--- src/rtl/wb_port_arbiter.sv ---
// wb_port_arbiter
//   Arbitrates two register-file write sources onto a single write port.
//   The primary (in-order writeback) normally wins; the secondary
//   (long-latency unit) is served when the primary is idle, when both
//   target the same register (secondary value is stale and is dropped),
//   or after STARVE_LIMIT consecutive refusals, when one forced cycle
//   gives it priority and stalls the primary.
//
// Ports
//   clk, rst            single clock, synchronous active-high reset
//   p_valid/p_rd/p_data primary write request
//   p_stall             combinational: primary must hold its request
//   s_valid/s_rd/s_data secondary write request
//   s_ready             combinational: secondary request consumed
//   rf_we/rf_waddr/rf_wdata  registered register-file write port
module wb_port_arbiter #(
  parameter int unsigned STARVE_LIMIT = 4
) (
  input  logic        clk,
  input  logic        rst,
  input  logic        p_valid,
  input  logic [4:0]  p_rd,
  input  logic [31:0] p_data,
  output logic        p_stall,
  input  logic        s_valid,
  input  logic [4:0]  s_rd,
  input  logic [31:0] s_data,
  output logic        s_ready,
  output logic        rf_we,
  output logic [4:0]  rf_waddr,
  output logic [31:0] rf_wdata
);

  typedef enum logic {PRI = 1'b0, FORCE = 1'b1} state_t;

  localparam logic [3:0] LIMIT = 4'(STARVE_LIMIT);

  state_t      state_reg, state_next;
  logic [3:0]  wait_cnt_reg, wait_cnt_next, wait_cnt_inc;
  logic        kill;
  logic        p_acc, s_acc, s_refused;
  logic        win_valid;
  logic [4:0]  win_rd;
  logic [31:0] win_data;

  // Same destination in both requests: the primary value is newer, so the
  // secondary can be consumed and thrown away.
  assign kill = p_valid & s_valid & (p_rd == s_rd);

  assign p_acc     = p_valid & ~p_stall & ~rst;
  assign s_acc     = s_valid & s_ready;
  assign s_refused = s_valid & ~s_ready;

  assign wait_cnt_inc = (wait_cnt_reg == 4'd15) ? 4'd15 : wait_cnt_reg + 4'd1;

  always_comb begin
    p_stall       = 1'b0;
    s_ready       = 1'b0;
    state_next    = state_reg;
    wait_cnt_next = 4'd0;
    win_valid     = 1'b0;
    win_rd        = p_rd;
    win_data      = p_data;

    // Handshake outputs are held inactive during reset so nothing is consumed.
    if (!rst) begin
      case (state_reg)
        PRI: begin
          s_ready = s_valid & (~p_valid | kill);
        end
        FORCE: begin
          s_ready = s_valid;
          p_stall = p_valid & s_valid;
        end
        default: ;
      endcase
    end

    // Winner: secondary only when forced, otherwise the accepted primary,
    // otherwise a lone accepted secondary. A killed secondary never wins.
    if (state_reg == FORCE && s_acc) begin
      win_valid = 1'b1;
      win_rd    = s_rd;
      win_data  = s_data;
    end else if (p_acc) begin
      win_valid = 1'b1;
    end else if (s_acc) begin
      win_valid = 1'b1;
      win_rd    = s_rd;
      win_data  = s_data;
    end

    if (s_refused)
      wait_cnt_next = wait_cnt_inc;

    case (state_reg)
      PRI:     if (s_refused && wait_cnt_inc == LIMIT) state_next = FORCE;
      FORCE:   if (!s_refused) state_next = PRI;
      default: state_next = PRI;
    endcase
  end

  always_ff @(posedge clk) begin
    if (rst) begin
      state_reg    <= PRI;
      wait_cnt_reg <= 4'd0;
      rf_we        <= 1'b0;
      rf_waddr     <= 5'd0;
      rf_wdata     <= 32'd0;
    end else begin
      state_reg    <= state_next;
      wait_cnt_reg <= wait_cnt_next;
      // Writes to x0 are accepted but never reach the register file.
      rf_we        <= win_valid & (win_rd != 5'd0);
      if (win_valid) begin
        rf_waddr <= win_rd;
        rf_wdata <= win_data;
      end
    end
  end

endmodule

--- config.mk ---
export PLATFORM = sky130hd
export DESIGN_NAME = wb_port_arbiter
export DESIGN_NICKNAME = d
export VERILOG_FILES = /design/src/rtl/wb_port_arbiter.sv
export SDC_FILE = /design/constraint.sdc
export NUM_CORES = 1
export LEC_CHECK = 0
export ABC_AREA = 0
export ABC_CLOCK_PERIOD_IN_PS = 2900
export CAP_MARGIN = 20
export CORE_MARGIN = 4
export CORE_UTILIZATION = 42
export CTS_BUF_LIST = sky130_fd_sc_hd__clkbuf_16
export CTS_CLUSTER_SIZE = 20
export DETAILED_ROUTE_END_ITERATION = 10
export HOLD_SLACK_MARGIN = 0.02
export PLACE_DENSITY = 0.86
export SLEW_MARGIN = 15
export SYNTH_ARGS = -nofsm -noshare
export SYNTH_HDL_FRONTEND = slang
export SYNTH_SLANG_ARGS = --single-unit
--- constraint.sdc ---
create_clock -name clk -period 2.9 [get_ports clk]
set_input_delay 0.58 -clock clk [delete_from_list [all_inputs] [get_ports clk]]
set_output_delay 0.58 -clock clk [all_outputs]
set_load 0.02 [all_outputs]
## Word-level counts from Yosys, hierarchy flattened

Index checks and enable logic that the tools add are counted.

| storage, ports and cells | value |
|---|---|
| output and inout bits | 40 |
| bits in registers | 43 |

| operators by class | value |
|---|---|
| equal/unequal tests | 3 |
| multiplexer cells | 17 |
| add/sub/neg operators | 1 |
| reduce and logical (&&, ||, !) cells | 4 |
| bitwise logic cells | 15 |

Operators with widths:

| cell | number |
|---|---|
| $mux W32 | 3 |
| $mux W5 | 3 |
| $and A1 B1 Y1 | 8 |
| $mux W1 | 8 |
| $not A1 Y1 | 6 |
| $eq A5 B5 Y1 | 1 |
| $reduce_bool A5 Y1 | 1 |
| $add A4 B1 Y4 const B | 1 |
| $eq A4 B3 Y1 const B | 1 |
| $eq A4 B4 Y1 const B | 1 |
| $mux W4 | 1 |
| $pmux W1 S2 | 2 |
| $logic_and A1 B1 Y1 | 2 |
| $reduce_or A2 Y1 | 1 |
| $or A1 B1 Y1 | 1 |

## Longest topological paths before layout

| depth | value |
|---|---|
| word-level depth | 12 |
| depth in mapped cells | 5 |
| mapped depth without buffers | 4 |

## Least setup slack after synthesis

No wires, ideal clock.

| timing | value |
|---|---|
| path type | input -> output |
| start point | in s_rd[0] |
| end point | out s_ready |
| path slack | 992 ps |
| data arrival time | 1328 ps |
| cell stages on the path | 3 |
| buffers on the path | 0 |
| cells stage by stage | xor2_1 nor3_2 a31o_2 |

| on the way | value |
|---|---|
| word-level cells in the longest chain between the ends | 6 |

RTL lines:

| item | RTL line | RTL |
|---|---|---|
| from (decl) | 26 | `input logic [4:0] s_rd,` |
| $eq A5 B5 Y1 | 48 | `assign kill = p_valid & s_valid & (p_rd == s_rd);` |
| $and A1 B1 Y1 | 48 |  |
| $or A1 B1 Y1 | 69 | `s_ready = s_valid & (~p_valid \| kill);` |
| $and A1 B1 Y1 | 69 |  |
| $pmux W1 S2 | 67 | `case (state_reg)` |
| $mux W1 | 66 | `if (!rst) begin` |
| to (decl) | 28 | `output logic s_ready,` |

Every way passes these cells.

## Final worst setup path

Ends and elaborated chain as after synthesis.

==> summary.md <==
| Metric | Value |
|---|---|
| Post-synth EDFFs | 0 |
| CP Max Fanout | 3 |
| Die Ht | between 70 and 80 µm |
| Mean Syn Cell Area | approximately 8.3 µm² |
| Status | complete, no violations |
| Post-route DRC | 0 |
| DRT Pass-1 Iters | 4 |
| Synth Flop Type | dfxtp_1 |
| Postcts setup bufs | 0 |
| Largest register FFs | 32 |
| Total CTS buffers | 5 |
| Most common cell after layout, fill and taps aside | clkdlybuf4s50_1 |
| Largest net degree at the start of global routing | 76 |
| Final setup fails | 0 |
| Area growth, synth to finish | 61.2% |
| Routed via count | 2,473 |
| Max Fclk | 0.359 GHz |
| Clock slew seen by the registers of the worst setup and hold paths | 0.06 ns |
| Initial antenna violation count | 0 |
| Max VDD drop | 0.312 mV |
| CTS Buffer Depth | 2 |
| RSZ-0062 raised after global routing | no |
| Die W | about 80 µm |
| Detail Route Antenna Nets | 0 |
| Slack of the critical path | approximately 0.11 ns |
| PwrDens | 463 nW/µm² |
| Cells after DPL | 426 |
| Min Tclk post-route | 2.79 ns |
| Die footprint | around 6400 µm² |
| Layout Cells excl Fill | roughly 430 |
| Vias in the first global route | approximately 2,400 |
| Hold_buf cts | 0 |
| PostCTS Resize Cnt | 0 |
| H-Tree Depth | 2 |
| Post-synthesis sequential area ratio | 39.7% |
| Worst setup EP type | output port |
| Worst-margin pin slew | 0.522 ns |
| Startpoint types | primary input |
| Clock root buffer | clkbuf_16 |
| Worst rel slew slack | around 65% |
| First-pass GRT wire length | 11.5 mm |
| Nets | 445 |
| TritonCTS clock tree | done |
| Core area | 4850 µm² |
| Initial drt markers | 121 |
| # diodes | 0 |
| Final Util | 72.1% |
| Worst EP arrival | 2.21 ns |
| Clk_skew | between 0.006 and 0.007 ns |
| Final-report max-slew violation count | 0 |
| Initial Utilization | 44.7% |
| Port-buffer cells | around 120 |
| CP Class | primary input to output port |
| Asr flop ratio synth | 0% |
| Cell Area, Synth | 2170 µm² |
| Synth Register Bits | 43 |
| Clock Sinks | between 40 and 50 |
| Overall power | between 1.5 and 2 mW |
| Via density | approximately 5.7 |
| # IOs | 118 |
| Placement Setup Slack | 0.108 ns |
| Ys Warns | 0 |
| Fin crit share | 96.1% |
| Library cells used by synthesis | 35 |
| Most frequent cells in the layout | 117 x clkdlybuf4s50_1, 43 x dfxtp_1, 40 x nor2_1 |
| Hold Fails Final Rpt | 0 |
| Clk Latency, worst-skew pair | 0.28 ns |
| Mapped Cells | 260 |
| HPWL Detailed | 5.18 mm |
| Row count | 25 |
| GRT Resource Usage Total | a little under a quarter |
| GR Overflow Total | 0 |
| Max-cap violation count | 0 |
| Post-Route WL | between 7 and 8 mm |
| Layout cells sized above 1 | 7.08% |
| Leak | about 1.2 nW |
| Syn nets | 339 |
| Routability cong. | 0.817 |
| Hold WC Path Type | flop to flop |
| Worst EP required | 2.32 ns |
| TNS Setup | 0 ns |
| Wirelength per Cell | 17.4 µm |
logic make-up after synthesis:
group           after synthesis  synth area share, %
buf+inv                      31                 8.60
mux                           1                0.462
fa+ha+maj                     1                0.577
compound gates               85                 27.8
flops                        43                 39.7
xor+xnor                      6                 2.42
simple gates                 93                 20.5
where the power goes:
group	switching (mW)	total [mW]	internal, mW
registers	0.0206	0.654	0.633
clock network	0.225	0.540	0.314
logic	0.202	0.424	0.222
total	0.448	1.62	1.17
metrics by stage:
step / area, µm² / hold WS (ns)
floorplan: 2170 / 0.474
global placement: 3350 / 0.485
detailed placement: 3350 / 0.489
CTS: 3500 / 0.497
global route: 3500 / 0.523
finish: 3500 / 0.494
critical path: stages:
cell and delay, ns:
clkdlybuf4s50_1 0.46, xor2_1 0.19, nor3_2 0.20, a31o_2 0.18
clkdlybuf4s50_1 0.60
routing by layer:
| layer | GRT usage (%) | up-vias | share of wire, % |
|---|---|---|---|
| met1 | 25.6 | 1173 | 39 |
| met5 | 0 | - | 0 |
| li1 | - | 1191 | - |
| met3 | 5.87 | 18 | 7.1 |
| met4 | 9.46 | 0 | 1.9 |
| met2 | 40.6 | 91 | 52 |
Yosys cell counts (all sizes together) (2+ instances only):
cell type / count / share of area (%)
nor3: 3 / 0.92
nand2b: 3 / 0.98
o21ai: 39 / 9.0
xor2: 5 / 2.0
a211oi: 2 / 0.69
buf: 21 / 6.8
dfxtp: 43 / 40
a221oi: 2 / 0.81
inv: 2 / 0.35
nand3b: 2 / 0.87
a311oi: 37 / 15
nor2: 40 / 6.9
clkbuf: 8 / 1.4
nand3: 39 / 9.0
layout make-up:
cell class                      count  area, µm²
Timing Repair Buffer              128       1280
Multi-Input combinational cell    186       1120
Tap cell                           67       83.8
Fill cell                         397       1350
Inverter                            2       7.51
Clock buffer                        5        125
Sequential cell                    43        861
Clock inverter                      3       16.3
final timing paths:
path / startpoint / endpoint / slack [ns] / depth (start not counted)
worst max-delay path: s_rd[0] / s_ready / 0.11 / 5
worst min-delay path: rf_wdata[14] / rf_wdata[14] / 0.49 / 2
worst max register to register: state_reg / rf_wdata[3] / 1.30 / 4
worst min register to register: rf_wdata[14] / rf_wdata[14] / 0.49 / 2
Note: power is estimated with default switching activity, not from simulation.
